`src/rtl/eq_window_ctrl.sv`:
```
// Windowed nibble-equality counter: counts samples whose high half equals their
// low half over a programmed number of valid samples and reports count/hit/sat.
module eq_window_ctrl #(
    parameter int DATA_W = 4,
    parameter int CNT_W  = 8,
    parameter int WIN_W  = 8
) (
    input  logic              clk_i,
    input  logic              rst_ni,
    input  logic              start_i,
    input  logic              abort_i,
    input  logic [WIN_W-1:0]  win_len_i,
    input  logic [CNT_W-1:0]  thresh_i,
    input  logic [DATA_W-1:0] in1_i,
    input  logic              in1_valid_i,
    output logic              busy_o,
    output logic              done_o,
    output logic [CNT_W-1:0]  result_o,
    output logic              hit_o,
    output logic              sat_o
);

    localparam int HALF_W = DATA_W / 2;
    localparam logic [CNT_W-1:0] CNT_ONE = {{(CNT_W-1){1'b0}}, 1'b1};
    localparam logic [WIN_W-1:0] WIN_ONE = {{(WIN_W-1){1'b0}}, 1'b1};

    typedef enum logic [1:0] {
        IDLE,
        COUNT,
        DONE
    } state_t;

    state_t           state;
    logic [CNT_W-1:0] count;
    logic [WIN_W-1:0] remaining;
    logic [CNT_W-1:0] thresh_q;
    logic             sat_run;

    logic             sample_eq;
    logic [CNT_W-1:0] count_next;
    logic             sat_next;

    assign sample_eq = (in1_i[DATA_W-1:HALF_W] == in1_i[HALF_W-1:0]);

    // Counter value after the current sample; a full counter holds and flags saturation.
    always_comb begin
        count_next = count;
        sat_next   = sat_run;
        if (in1_valid_i && sample_eq) begin
            if (&count) begin
                sat_next = 1'b1;
            end else begin
                count_next = count + CNT_ONE;
            end
        end
    end

    always_ff @(posedge clk_i or negedge rst_ni) begin
        if (!rst_ni) begin
            state     <= IDLE;
            count     <= '0;
            remaining <= '0;
            thresh_q  <= '0;
            sat_run   <= 1'b0;
            busy_o    <= 1'b0;
            done_o    <= 1'b0;
            result_o  <= '0;
            hit_o     <= 1'b0;
            sat_o     <= 1'b0;
        end else begin
            done_o <= 1'b0;
            unique case (state)
                IDLE: begin
                    if (start_i) begin
                        count   <= '0;
                        sat_run <= 1'b0;
                        if (win_len_i != '0) begin
                            remaining <= win_len_i;
                            thresh_q  <= thresh_i;
                            busy_o    <= 1'b1;
                            state     <= COUNT;
                        end else begin
                            // Empty window reports immediately with a zero count.
                            done_o   <= 1'b1;
                            result_o <= '0;
                            hit_o    <= (thresh_i == '0);
                            sat_o    <= 1'b0;
                            state    <= DONE;
                        end
                    end
                end
                COUNT: begin
                    if (abort_i) begin
                        busy_o <= 1'b0;
                        state  <= IDLE;
                    end else if (in1_valid_i) begin
                        count     <= count_next;
                        sat_run   <= sat_next;
                        remaining <= remaining - WIN_ONE;
                        // The final sample's contribution is folded into the reported result.
                        if (remaining == WIN_ONE) begin
                            busy_o   <= 1'b0;
                            done_o   <= 1'b1;
                            result_o <= count_next;
                            hit_o    <= (count_next >= thresh_q);
                            sat_o    <= sat_next;
                            state    <= DONE;
                        end
                    end
                end
                DONE: begin
                    state <= IDLE;
                end
                default: begin
                    state <= IDLE;
                end
            endcase
        end
    end

endmodule

```
`config.mk`:
```
export PLATFORM = sky130hd
export DESIGN_NAME = eq_window_ctrl
export DESIGN_NICKNAME = d
export VERILOG_FILES = /design/src/rtl/eq_window_ctrl.sv
export SDC_FILE = /design/constraint.sdc
export NUM_CORES = 1
export LEC_CHECK = 0
export ABC_AREA = 1
export BUFFER_PORTS_ARGS = -buffer_cell sky130_fd_sc_hd__clkbuf_2
export CAP_MARGIN = 20
export CORE_MARGIN = 8
export CORE_UTILIZATION = 50
export CTS_CLUSTER_DIAMETER = 150
export CTS_CLUSTER_SIZE = 20
export DETAILED_ROUTE_END_ITERATION = 8
export HOLD_SLACK_MARGIN = 0.03
export PLACE_DENSITY = 0.73
export SLEW_MARGIN = 10
export SYNTH_ARGS = -nofsm -noshare
export SYNTH_HDL_FRONTEND = slang
export SYNTH_SLANG_ARGS = --single-unit
```
`constraint.sdc`:
```
create_clock -name clk_i -period 2.5 [get_ports clk_i]
set_input_delay 0.125 -clock clk_i [delete_from_list [all_inputs] [get_ports clk_i]]
set_output_delay 0.125 -clock clk_i [all_outputs]
set_load 0.02 [all_outputs]
```
Word-level counts from Yosys, hierarchy flattened. Cells that the tools add are included.

Bits in registers: 39. Latch bits: 0. Output and inout port bits: 12. Input bits: 25. Bits in writable memories: 0. Memory bits (read-only): 0. Word-level logic and storage cells: 89. Memories: 0.

Multiplexer cells: 53. $lt $le $gt $ge: 1. $mul: 0. Div/mod/pow operators: 0. Add/subtract/negate cells: 2. Equality and inequality tests: 11. Bitwise gates (word level): 0. Reduce and logical (&&, ||, !) cells: 12. Shift operators: 0.

Operator list (count): 8-bit 2-to-1 mux (14); 8-bit one-hot mux with 2 select lines (3); 1-bit 2-to-1 mux (25); 2-bit inequality test, second input constant (6); 2-bit 2-to-1 mux (5); 1-bit one-hot mux with 2 select lines (5); 5-bit AND reduction (2); 8-bit by 1-bit adder with 8-bit output, second input constant (1); 8-bit by 1-bit equality test with 1-bit output, second input constant (1); 8-bit greater-or-equal comparator (1); 8-bit zero test (1); 8-bit AND reduction (1); 8-bit nonzero test (1); 8-bit by 1-bit subtractor with 8-bit output, second input constant (1); 3-bit inequality test, second input constant (2); 3-bit AND reduction (2); 6-bit AND reduction (1); 2-bit one-hot mux with 2 select lines (1); 4-bit AND reduction (1); 2-bit by 1-bit equality test with 1-bit output, second input constant (1); 2-bit equality test (1); 2-bit zero test (1); 2-bit nonzero test (1); 1-bit logical AND (1).

Depth between registers and ports, before layout.
Depth after elaboration: 8. Gate-level depth with buffers: 18. Depth with buffers taken out: 18.

Worst setup path after synthesis. No wires, ideal clock.

Path type: reg-to-reg. Start: register count[0]. End: register hit_o. Data required time: 2.416 ns. Setup time: 0.084 ns. Path slack: 0.527 ns. Path buffers: 0. Stages on the path, launching flop included: 14. Clock period less this slack: 1.973 ns. Arrival: 1.889 ns. Path through: dfrtp_1 ha_1 nand2_1 inv_1 nand3_2 nand3_1 nand2_1 inv_1 ha_1 nand2_1 o21a_1 nand2_1 nand2_1 a21boi_0.

Cells in the longest elaborated chain, start to end: 8. Elaborated cells on any way between the ends: 9. Classes of those cells: add/sub (1); order compare (1); mux (6); reduce/logical (1).

Ends and longest elaborated chain: start: declaration (RTL line 34) `logic [CNT_W-1:0] count;`; start signal: assignment (RTL line 97) `count <= count_next;`; 8-bit by 1-bit adder with 8-bit output or 8-bit AND reduction (tied branches) (RTL line 53, 50); 8-bit 2-to-1 mux (RTL line 50) `if (&count) begin`; 8-bit 2-to-1 mux * (RTL line 49) `if (in1_valid_i && sample_eq) begin`; 8-bit greater-or-equal comparator * (RTL line 105) `hit_o <= (count_next >= thresh_q);`; 1-bit 2-to-1 mux * (RTL line 101) `if (remaining == WIN_ONE) begin`; 1-bit 2-to-1 mux * (RTL line 96) `end else if (in1_valid_i) begin`; 1-bit 2-to-1 mux * (RTL line 93) `if (abort_i) begin`; 1-bit one-hot mux with 2 select lines * (RTL line 72) `unique case (state)`; end signal: assignment (RTL line 86) `hit_o <= (thresh_i == '0);`; end signal: assignment (RTL line 105); end: declaration (RTL line 19) `output logic hit_o,`.

Every way passes the cells marked *; elsewhere a longest branch is shown, timed or not. The select of a mux whose other input is x is not followed. A chain may end at the register's enable or synchronous reset.

Worst setup path after layout. Ends and elaborated chain as after synthesis.

==> results.toml <==
[outcome]
status = "completed"

[sta]
post-route-period-util_pct = 88.03
drv_slew = 0
hold_slack_ns = 0.06678
worst_slew_pin_slew_ns = 0.5582
hold_viol_final = 0
setup_violations = 0
layout_min_cycle_time_ns = 2.201
skew_ns = 0.009319
fmax_mhz = 454.4
slew_headroom_pct = 62.79
rsz0062_at_grt = "false"
fin_tns_setup_ns = 0

[cells_and_area]
layout.cells.non_filler = 455
drive_above_1_share_pct = 17.27
regArea_um2 = 975.9
synthToLayoutAreaGrowth_pct = 17.44
num-nets-final = 423
multi_input_area_um2 = 1265
nFillCells = 431
antenna_cells = 0
finalInstanceArea_um2 = 2890

[synthesis]
async_reset_ff_share_pct = 100.0
syn-cell-area_um2 = 2461
synthFlopType = "dfrtp_1"
yosys-top-cells-area = "dfrtp_1 40%, nand2_1 16%, inv_1 6.9%, ha_1 5.6%, nand3_1 5.1%"
synth_warnings = 0
yosys.area.top_type = "dfrtp_1"
ys_seq_elements = 39
synth_edf_count = 0
synth_top_area_share_pct = 39.65
syn_inst = 346
synth-seq-area-share_pct = 39.65
ys_types = 29
syn_nets = 382
yosys-top-cells-count = "108 x nand2_1, 45 x inv_1, 39 x dfrtp_1, 29 x nor2_1, 25 x nand3_1"
syn_area_per_cell_um2 = 7.113
yosysMostFrequentCell = "nand2_1"

[critical_path]
arrival_ns = 2.41
cp.required_ns = 2.71
cp_top_family = "simple AND/OR/NAND/NOR gates"
r2r_end = "hit_o"
cp-endpoint = "hit_o"
startpoint_type = "register"
critPathMaxFanout = 9
worst-path-stages = 13
crit_top_cell = "nand2_1"
worst-path-buf-inv = 2
critPathCaptureType = "register"
rr_worst_depth = 13
critical-path-slowest-cell = "dfrtp_1"
critPathMaxStageDelay_ns = 0.42
r2r_slack_ns = 0.30
crit_chain = "ha_1 -> nand2_1 -> inv_1 -> nand3_4 -> nand3_1 -> nand2_1 -> inv_1 -> ha_1 -> nand2_1 -> o21a_1 -> nand2_1 -> nand2_1 -> a21boi_0"
worstSetupPathType = "reg -> reg"
crit_start = "count[0]"
timing.rr.start = "count[0]"

[drt]
drt_iter0_markers = 139
via_per_inst = 5.077
wl_per_cell_um = 12.78
drcViolationCount = 0
routed_wl_mm = 5.816
first_pass_iters = 4
antenna_left = 0
num_vias = 2310

[floorplan]
start_util_pct = 52.11
core.rowCount = 25
die_x_um = 86.16
core_area_um2 = 4723
ios = 37
dieArea_um2 = 7424
die_h_um = 86.16

[placement]
gp_congestion = 0.8973
dp_hpwl_mm = 4.381
port_buffers = 36
dpl_cell_area_um2 = 2701
placed_cells = 444

[global_routing]
grt_util_all_layers_pct = 17.17
grt_pass1_vias = 2377
grt_pass1_wl_mm = 10.39
grt_max_degree = 40
antenna_found_initial = 0
grt_overflow = 0

[cts]
cts_sinks = 39
cts_tree = "built"
cts.path.max_buffers = 2
clk_latency_ns = 0.29
cts_buffers = 5
htree_levels = 2
clock-root-buffer = "clkbuf_8"
clkTransAtPathRegs_ns = 0.08

[pwr]
ir_drop_v = 0.0005617
p_per_area_nw_per_um2 = 1031
leakage_nw = 1.586
power_mw = 2.981

[job]
max-cap-violations = 0

[hold_path]
hp-class = "in -> reg"
hold_depth = 3
==> stage by stage <==
step                      utilization [%]  worst slack, ns
after floorplan                         -           0.5273
after global routing                61.19         0.003937
after global placement              57.19           0.3758
final                               61.19           0.2993
after detailed placement            57.19           0.2874
after CTS                           60.29           0.2883
==> metal layers <==
metal  part of all wire, %  GRT usage [%]  wire (um)  vias to the layer above
li1                      -              -          -                     1184
met1                    47          21.57       2720                     1038
met2                    45          27.01       2639                       76
met3                   5.8          4.394        339                       12
met4                   2.0          7.484        116                        0
met5                     0              0          0                        -
==> worst min path at each step <==
stage	startpoint	endpoint
finish	thresh_i[3]	thresh_q[3]
global route	thresh_i[4]	thresh_q[4]
CTS	thresh_i[5]	thresh_q[5]
detailed placement	rst_ni	count[4]
global placement	rst_ni	count[4]
floorplan	rst_ni	busy_o
==> cell type report <==
cell class                      instances  area share (%)
Multi-Input combinational cell        251           43.77
Sequential cell                        39           33.77
Timing Repair Buffer                   41           8.312
Inverter                               49           6.537
Tap cell                               67           2.900
Clock buffer                            5           2.381
Clock inverter                          3           2.338
==> flip-flops by register name, summed over array words and instances (netlist names) <==
name,cells
state,2
hit_o,1
result_o,8
thresh_q,8
count,8
busy_o,1
remaining,8
sat_o,1
sat_run,1
done_o,1
==> placed cells by master (no fill, tap or decap) <==
master	synthesis	final
o22ai_1	2	2
nor2_1	29	29
o21a_1	1	1
a21oi_1	9	9
nor2_8	2	2
inv_4	2	2
nand3_4	0	1
nand2_1	108	108
or2_1	1	1
o21ai_1	13	13
nand4_1	8	8
clkbuf_8	0	5
bufinv_16	0	2
inv_1	45	45
o21bai_1	1	1
clkbuf_2	0	36
and2_1	1	1
ha_1	11	11
nor2_2	7	7
xnor2_1	2	2
nand2_2	4	4
buf_16	0	1
a21boi_0	1	1
nor3_1	5	5
clkinvlp_4	0	1
o21ai_0	17	17
dlygate4sd3_1	0	1
o21ai_2	1	1
nand3_1	25	25
buf_4	0	3
inv_2	2	2
dfrtp_1	39	39
xor2_1	2	2
==> report_power, final <==
part	internal, mW	switching (mW)
registers	0.851	0.177
logic	0.453	0.867
clock network	0.398	0.234
==> worst min-delay path, delay by kind of cell <==
kind            cells  cell delay (ns)
compound gates      1             0.06
buf+inv             2             0.14
==> timing repair <==
item,in CTS,in global routing
gates resized for setup,0,1
hold endpoints to repair,39,0
endpoints found under the setup margin,0,1
hold buffers,1,0
setup buffers,0,1
==> logic make-up (layout without fill, tap and decap cells) <==
| family | count (synthesis) | count (layout) | synth area share [%] |
|---|---|---|---|
| simple gates | 191 | 191 | 34.37 |
| buf+inv | 56 | 98 | 9.253 |
| compound gates | 45 | 45 | 9.710 |
| flops | 39 | 39 | 39.65 |
| fa+ha+maj | 11 | 11 | 5.592 |
| xor+xnor | 4 | 4 | 1.424 |
Power figures use the tool's default switching activity.
